## src/rtl/wormy_pkg.sv

```systemverilog
// wormy_pkg: direction codes shared by the wormy game core and its input
// controller, the opposite-direction helper, and the default debounce length.
//   dir_t                   : 2-bit direction code (0 up, 1 right, 2 down, 3 left)
//   opposite()              : returns the reverse heading of a direction
//   DEBOUNCE_CYCLES_DEFAULT : default number of cycles a button must hold a new level
package wormy_pkg;

  typedef enum logic [1:0] {
    DIR_UP    = 2'd0,
    DIR_RIGHT = 2'd1,
    DIR_DOWN  = 2'd2,
    DIR_LEFT  = 2'd3
  } dir_t;

  localparam int unsigned DEBOUNCE_CYCLES_DEFAULT = 16;

  // Opposite headings differ only in the upper code bit.
  function automatic dir_t opposite(input dir_t d);
    return dir_t'(d ^ 2'b10);
  endfunction

endpackage

```

## src/rtl/wormy_debounce.sv

```systemverilog
// wormy_debounce: two-flop synchronizer followed by a saturating-run debounce
// counter for one push button.
//   clk, rst : clock, synchronous active-high reset
//   btn_raw  : asynchronous raw button level
//   stable   : debounced button level
//   rise     : one-cycle pulse in the first cycle stable reads 1 after a 0->1 flip
module wormy_debounce
  import wormy_pkg::*;
#(
  parameter int unsigned DebounceCycles = DEBOUNCE_CYCLES_DEFAULT
) (
  input  logic clk,
  input  logic rst,
  input  logic btn_raw,
  output logic stable,
  output logic rise
);

  localparam logic [15:0] CntMax = 16'(DebounceCycles - 1);

  logic        sync1_q, sync1_d;
  logic        sync2_q, sync2_d;
  logic        stable_q, stable_d;
  logic        rise_q, rise_d;
  logic [15:0] cnt_q, cnt_d;

  always_comb begin
    sync1_d  = btn_raw;
    sync2_d  = sync1_q;
    stable_d = stable_q;
    rise_d   = 1'b0;
    cnt_d    = cnt_q;
    if (sync2_q == stable_q) begin
      // Any return to the stable level restarts the run.
      cnt_d = '0;
    end else if (cnt_q == CntMax) begin
      stable_d = sync2_q;
      rise_d   = sync2_q;
      cnt_d    = '0;
    end else begin
      cnt_d = cnt_q + 16'd1;
    end
  end

  always_ff @(posedge clk) begin
    if (rst) begin
      sync1_q  <= 1'b0;
      sync2_q  <= 1'b0;
      stable_q <= 1'b0;
      rise_q   <= 1'b0;
      cnt_q    <= '0;
    end else begin
      sync1_q  <= sync1_d;
      sync2_q  <= sync2_d;
      stable_q <= stable_d;
      rise_q   <= rise_d;
      cnt_q    <= cnt_d;
    end
  end

  assign stable = stable_q;
  assign rise   = rise_q;

endmodule

```

## src/rtl/wormy_input_ctrl.sv

```systemverilog
// wormy_input_ctrl: debounces the four direction buttons, picks one press per
// cycle, rejects repeats/reversals, queues accepted turns and hands at most one
// turn per game tick to the core.
//   clk, rst      : clock, synchronous active-high reset
//   btn_raw[3:0]  : raw buttons, bit i requests direction code i
//   tick          : one-cycle pulse coincident with the core's update pulse
//   button_pushed : registered one-cycle turn strobe
//   button_state  : registered direction code, valid with button_pushed
//   queue_full    : registered, queue holds QueueDepth entries
//   drop          : registered one-cycle pulse, a press event was discarded
module wormy_input_ctrl
  import wormy_pkg::*;
#(
  parameter int unsigned DebounceCycles = DEBOUNCE_CYCLES_DEFAULT,
  parameter int unsigned QueueDepth     = 2
) (
  input  logic       clk,
  input  logic       rst,
  input  logic [3:0] btn_raw,
  input  logic       tick,
  output logic       button_pushed,
  output logic [1:0] button_state,
  output logic       queue_full,
  output logic       drop
);

  localparam int unsigned PtrW = $clog2(QueueDepth);
  localparam int unsigned OccW = PtrW + 1;
  localparam logic [PtrW-1:0] PtrOne  = PtrW'(1);
  localparam logic [OccW-1:0] OccOne  = OccW'(1);
  localparam logic [OccW-1:0] OccFull = OccW'(QueueDepth);

  // ---------------- debounce, one instance per button ----------------
  logic [3:0] stable_vec;
  logic [3:0] rise_vec;
  logic [3:0] press_evt;

  generate
    for (genvar gi = 0; gi < 4; gi++) begin : g_btn
      wormy_debounce #(
        .DebounceCycles(DebounceCycles)
      ) u_debounce (
        .clk     (clk),
        .rst     (rst),
        .btn_raw (btn_raw[gi]),
        .stable  (stable_vec[gi]),
        .rise    (rise_vec[gi])
      );
    end
  endgenerate

  // rise already implies stable; the AND just keeps the event tied to the
  // level it reports.
  assign press_evt = rise_vec & stable_vec;

  // ---------------- arbitration: lowest index wins ----------------
  logic evt_any;
  logic evt_multi;
  dir_t evt_dir;

  always_comb begin
    evt_any   = |press_evt;
    evt_multi = (press_evt & (press_evt - 4'd1)) != 4'd0;
    evt_dir   = DIR_UP;
    for (int i = 3; i >= 0; i--) begin
      if (press_evt[i]) evt_dir = dir_t'(2'(i));
    end
  end

  // ---------------- queue, filter and issue gating ----------------
  dir_t            fifo_q [QueueDepth];
  dir_t            fifo_d [QueueDepth];
  logic [PtrW-1:0] wr_ptr_q, wr_ptr_d;
  logic [PtrW-1:0] rd_ptr_q, rd_ptr_d;
  logic [OccW-1:0] occ_q, occ_d;
  dir_t            committed_q, committed_d;
  logic            armed_q, armed_d;
  logic            button_pushed_q, button_pushed_d;
  dir_t            button_state_q, button_state_d;
  logic            queue_full_q, queue_full_d;
  logic            drop_q, drop_d;

  logic            q_empty;
  logic            q_full_now;
  logic [PtrW-1:0] newest_ptr;
  dir_t            head_dir;
  dir_t            ref_dir;
  logic            issue;
  logic            accept;

  always_comb begin
    q_empty    = (occ_q == '0);
    q_full_now = (occ_q == OccFull);
    newest_ptr = wr_ptr_q - PtrOne;
    head_dir   = fifo_q[rd_ptr_q];
    // Filter against the pre-pop newest entry so a turn is judged against the
    // heading it will follow, not against what is being issued this cycle.
    ref_dir    = q_empty ? committed_q : fifo_q[newest_ptr];
    // The core ignores strobes in its update cycle, so never issue on tick.
    issue      = armed_q && !q_empty && !tick;
    // A full queue still accepts when a pop frees a slot in the same cycle.
    accept     = evt_any && (evt_dir != ref_dir) && (evt_dir != opposite(ref_dir))
                 && (!q_full_now || issue);

    fifo_d = fifo_q;
    if (accept) fifo_d[wr_ptr_q] = evt_dir;
    wr_ptr_d = accept ? wr_ptr_q + PtrOne : wr_ptr_q;
    rd_ptr_d = issue  ? rd_ptr_q + PtrOne : rd_ptr_q;

    unique case ({accept, issue})
      2'b10:   occ_d = occ_q + OccOne;
      2'b01:   occ_d = occ_q - OccOne;
      default: occ_d = occ_q;
    endcase

    committed_d = issue ? head_dir : committed_q;
    // Re-arm on each tick; an issue consumes the arm so only one turn goes
    // out per tick interval.
    if (issue)     armed_d = 1'b0;
    else if (tick) armed_d = 1'b1;
    else           armed_d = armed_q;

    button_pushed_d = issue;
    button_state_d  = issue ? head_dir : DIR_UP;
    queue_full_d    = (occ_d == OccFull);
    drop_d          = evt_multi || (evt_any && !accept);
  end

  always_ff @(posedge clk) begin
    if (rst) begin
      for (int i = 0; i < int'(QueueDepth); i++) fifo_q[i] <= DIR_UP;
      wr_ptr_q        <= '0;
      rd_ptr_q        <= '0;
      occ_q           <= '0;
      committed_q     <= DIR_UP;
      armed_q         <= 1'b1;
      button_pushed_q <= 1'b0;
      button_state_q  <= DIR_UP;
      queue_full_q    <= 1'b0;
      drop_q          <= 1'b0;
    end else begin
      fifo_q          <= fifo_d;
      wr_ptr_q        <= wr_ptr_d;
      rd_ptr_q        <= rd_ptr_d;
      occ_q           <= occ_d;
      committed_q     <= committed_d;
      armed_q         <= armed_d;
      button_pushed_q <= button_pushed_d;
      button_state_q  <= button_state_d;
      queue_full_q    <= queue_full_d;
      drop_q          <= drop_d;
    end
  end

  assign button_pushed = button_pushed_q;
  assign button_state  = button_state_q;
  assign queue_full    = queue_full_q;
  assign drop          = drop_q;

endmodule

```

## config.mk

```make
export PLATFORM = sky130hd
export DESIGN_NAME = wormy_input_ctrl
export DESIGN_NICKNAME = d
export VERILOG_FILES = /design/src/rtl/wormy_pkg.sv /design/src/rtl/wormy_debounce.sv /design/src/rtl/wormy_input_ctrl.sv
export SDC_FILE = /design/constraint.sdc
export NUM_CORES = 1
export LEC_CHECK = 0
export CAP_MARGIN = 25
export CORE_MARGIN = 4
export CORE_UTILIZATION = 45
export CTS_CLUSTER_DIAMETER = 40
export DETAILED_ROUTE_END_ITERATION = 7
export GPL_TIMING_DRIVEN = 0
export SYNTH_ARGS = -nofsm -noshare
export SYNTH_HDL_FRONTEND = slang
export SYNTH_SLANG_ARGS = --single-unit
```

## constraint.sdc

```tcl
create_clock -name clk -period 3.2 [get_ports clk]
set_input_delay 0.48 -clock clk [delete_from_list [all_inputs] [get_ports clk]]
set_output_delay 0.48 -clock clk [all_outputs]
set_load 0.01 [all_outputs]
```

==> flow_summary.json <==
{
  "outcome": "complete, no violations",
  "netlist_top_cells_area": "dfxtp_1 49%, xnor2_1 7.8%, nor2_1 7.4%, xor2_1 5.8%, nand3_1 3.1%",
  "clk_latency_ps": 350,
  "drtIter0Drc": 124,
  "post_cts_buffers": 0,
  "fin_skew_ps": 9.35,
  "postRouteAntennaNets": 0,
  "ys.warnings.count": 0,
  "grt_pass1_wl_mm": 11.9,
  "synth_edf_count": 0,
  "synth.most_common_cell": "dfxtp_1",
  "synthDistinctLibCells": 36,
  "cp_num_buf_inv": 1,
  "relSlewSlack_pct": 63.9,
  "grt_max_degree": 16,
  "dieArea_um2": 10300,
  "synthMuxAreaShare_pct": 4.44,
  "worstMarginPinSlew_ps": 542,
  "synth-seq-cells": 95,
  "postCtsHoldBufs": 0,
  "holdWs_ps": 439,
  "htreeDepth": 3,
  "wirelength_mm": 6.58,
  "critical_path.max_fanout": 3,
  "critPathTopFamily": "simple AND/OR/NAND/NOR gates",
  "fill_cells": 788,
  "cts_buffer_depth": 2,
  "synthAdderAreaFrac_pct": 1.60,
  "synth_top_area_cell": "dfxtp_1",
  "path_cells": "clkdlybuf4s50_1 > nor2b_1 > nor3b_1 > a211oi_1 > nor2_1 > ha_1 > nor2_1 > xnor2_1 > nor3_1",
  "viasPerCell": 5.07,
  "cap_violations": 0,
  "worstPathArrival_ps": 2460,
  "final-hold-violation-count": 0,
  "netlist.area_leader.share_pct": 48.6,
  "synth_compound_area_share_pct": 2.56,
  "ys.flop_type": "dfxtp_1",
  "cp_slowest_stage_delay_ps": 440,
  "powerDensity_nw_per_um2": 468,
  "hp-start": "g_btn[2].u_debounce.sync1_q$_SDFF_PP0_",
  "vias": 2819,
  "yosysSeqAreaShare_pct": 48.6,
  "synthSimpleGateAreaFrac_pct": 27.6,
  "die_w_um": 101,
  "synth_top_family_by_area": "simple AND/OR/NAND/NOR gates",
  "cts_sinks": 95,
  "grt_pass1_vias": 2620,
  "async_flop_share_pct": 0,
  "avgSynthCellArea_um2": 9.24,
  "syn-num-nets": 436,
  "power_leakage_nw": 1.50,
  "synth-xor-area-share_pct": 13.6,
  "first_pass_iters": 4,
  "antenna_found_initial": 0,
  "dpl-instance-area_um2": 4160,
  "cp_slowest_cell": "clkdlybuf4s50_1",
  "gp_congestion": 0.795,
  "port_buffers": 11,
  "cts_tree": "yes",
  "min_path_type": "reg2reg",
  "rsz0062_at_grt": "false",
  "netlist_top_cells_count": "95 x dfxtp_1, 77 x nor2_1, 35 x xnor2_1",
  "endpoint_kind": "flip-flop",
  "setup_viol": 0,
  "path_class": "in2reg",
  "min_period_ps": 2190,
  "fmax_mhz": 456,
  "io_pins": 12,
  "syn_inst": 424,
  "peakVddDrop_v": 0.000304,
  "finalCritPeriodShare_pct": 68.5,
  "drive_above_1_share_pct": 5.10,
  "grt-ovfl-total": 0,
  "drv_slew": 0,
  "cts_resized": 0,
  "diodes": 0,
  "clk_pin_slew_ps": 90,
  "die_h_um": 101,
  "area_delta_synth_final_pct": 11.5,
  "crit_start": "tick",
  "reg2reg_from": "wr_ptr_q$_SDFFE_PP0P_",
  "cpMostUsedCell": "nor2_1",
  "drc": 0,
  "start_util_pct": 47.0,
  "fin_setup_tns_ps": 0,
  "ff2ff_setup_slack_ps": 1020,
  "dp_hpwl_mm": 4.59,
  "layout.nets": 458,
  "cp.required_ps": 3470,
  "cts-root-buf": "clkbuf_8",
  "placementRows": 33,
  "grt_usage_pct": 14.1,
  "wl_per_cell_um": 11.8,
  "final_area_um2": 4370,
  "cts_buffers": 9,
  "syn_area_um2": 3920,
  "core_area_um2": 8340,
  "startpoint_type": "primary input"
}
[routing by layer]
metal,vias to the layer above,routed length (µm),share of wire [%],GRT usage (%)
li1,1493,-,-,-
met1,1293,3470,53,19.8
met4,0,62,0.94,3.99
met5,-,0,0,0
met2,28,2840,43,21.1
met3,5,209,3.2,4.34
[cells by family (layout without fill, tap and decap cells)]
family | Yosys count | after routing
buffers and inverters | 16 | 43
AOI/OAI and AO/OA | 17 | 17
muxes | 15 | 15
and+or+nand+nor | 215 | 215
xor gates and xnor gates | 61 | 61
DFF | 95 | 95
adders and majority gates | 5 | 5
[stage by stage]
step,setup slack [ps],cells,utilization [%],power [mW]
2_1_floorplan,1260,424,-,1.24
3_3_place_gp,701,540,49.9,1.25
3_5_place_dp,692,540,49.9,1.25
4_1_cts,1040,556,52.3,2.08
5_1_grt,806,556,52.3,2.13
6_report,1010,556,52.3,2.04
[flip-flops by register name (all words and copies together), names as in the netlist]
signal                    flops
rd_ptr_q                      1
occ_q                         2
g_btn.u_debounce.sync2_q      4
g_btn.u_debounce.sync1_q      4
g_btn.u_debounce.stable       4
button_pushed                 1
wr_ptr_q                      1
armed_q                       1
drop                          1
queue_full                    1
fifo_q                        4
committed_q                   1
g_btn.u_debounce.cnt_q       64
g_btn.u_debounce.rise         4
button_state                  2
[report_power, final]
part	leakage [nW]	internal (mW)	total [mW]	switching (mW)
Clock	0.107	0.408	0.818	0.410
Combinational	0.625	0.0150	0.0345	0.0195
Sequential	0.767	1.19	1.19	0.00338
[path summary, 6_finish.rpt]
path / endpoint / cells after the start
worst min-delay path: g_btn[2].u_debounce.sync2_q$_SDFF_PP0_ / 1
worst min register to register: g_btn[2].u_debounce.sync2_q$_SDFF_PP0_ / 1
worst max register to register: queue_full$_SDFF_PP0_ / 8
worst max-delay path: queue_full$_SDFF_PP0_ / 9
[cells in the final DEF, fill, tap and decap left out, types with 4 or more instances in the layout]
master           instances
nand4_1                 13
nor4b_1                  4
and3_1                  17
mux2i_1                 11
o21ai_0                  5
xnor2_1                 35
inv_1                    6
nor4_1                  12
a21oi_1                  5
ha_1                     5
clkdlybuf4s50_1         11
nor2b_1                 11
clkbuf_1                 9
and4_1                   4
dfxtp_1                 95
nor2_1                  77
or3_1                    4
nor3_1                  15
nand2_1                 21
xor2_1                  26
nand2b_1                 5
nand3_1                 24
clkbuf_8                11
[area by class of cell]
cell class / instances / area, µm² / area share [%]
timing repair buffer: 11 / 110 / 2.52
clock inverter: 4 / 52.6 / 1.20
clock buffer: 12 / 155 / 3.55
tap: 105 / 131 / 3.01
sequential: 95 / 1900 / 43.6
multi-input combinational: 313 / 1950 / 44.7
buffer: 10 / 40.0 / 0.917
inverter: 6 / 22.5 / 0.516
(Power assumes the default switching activity.)
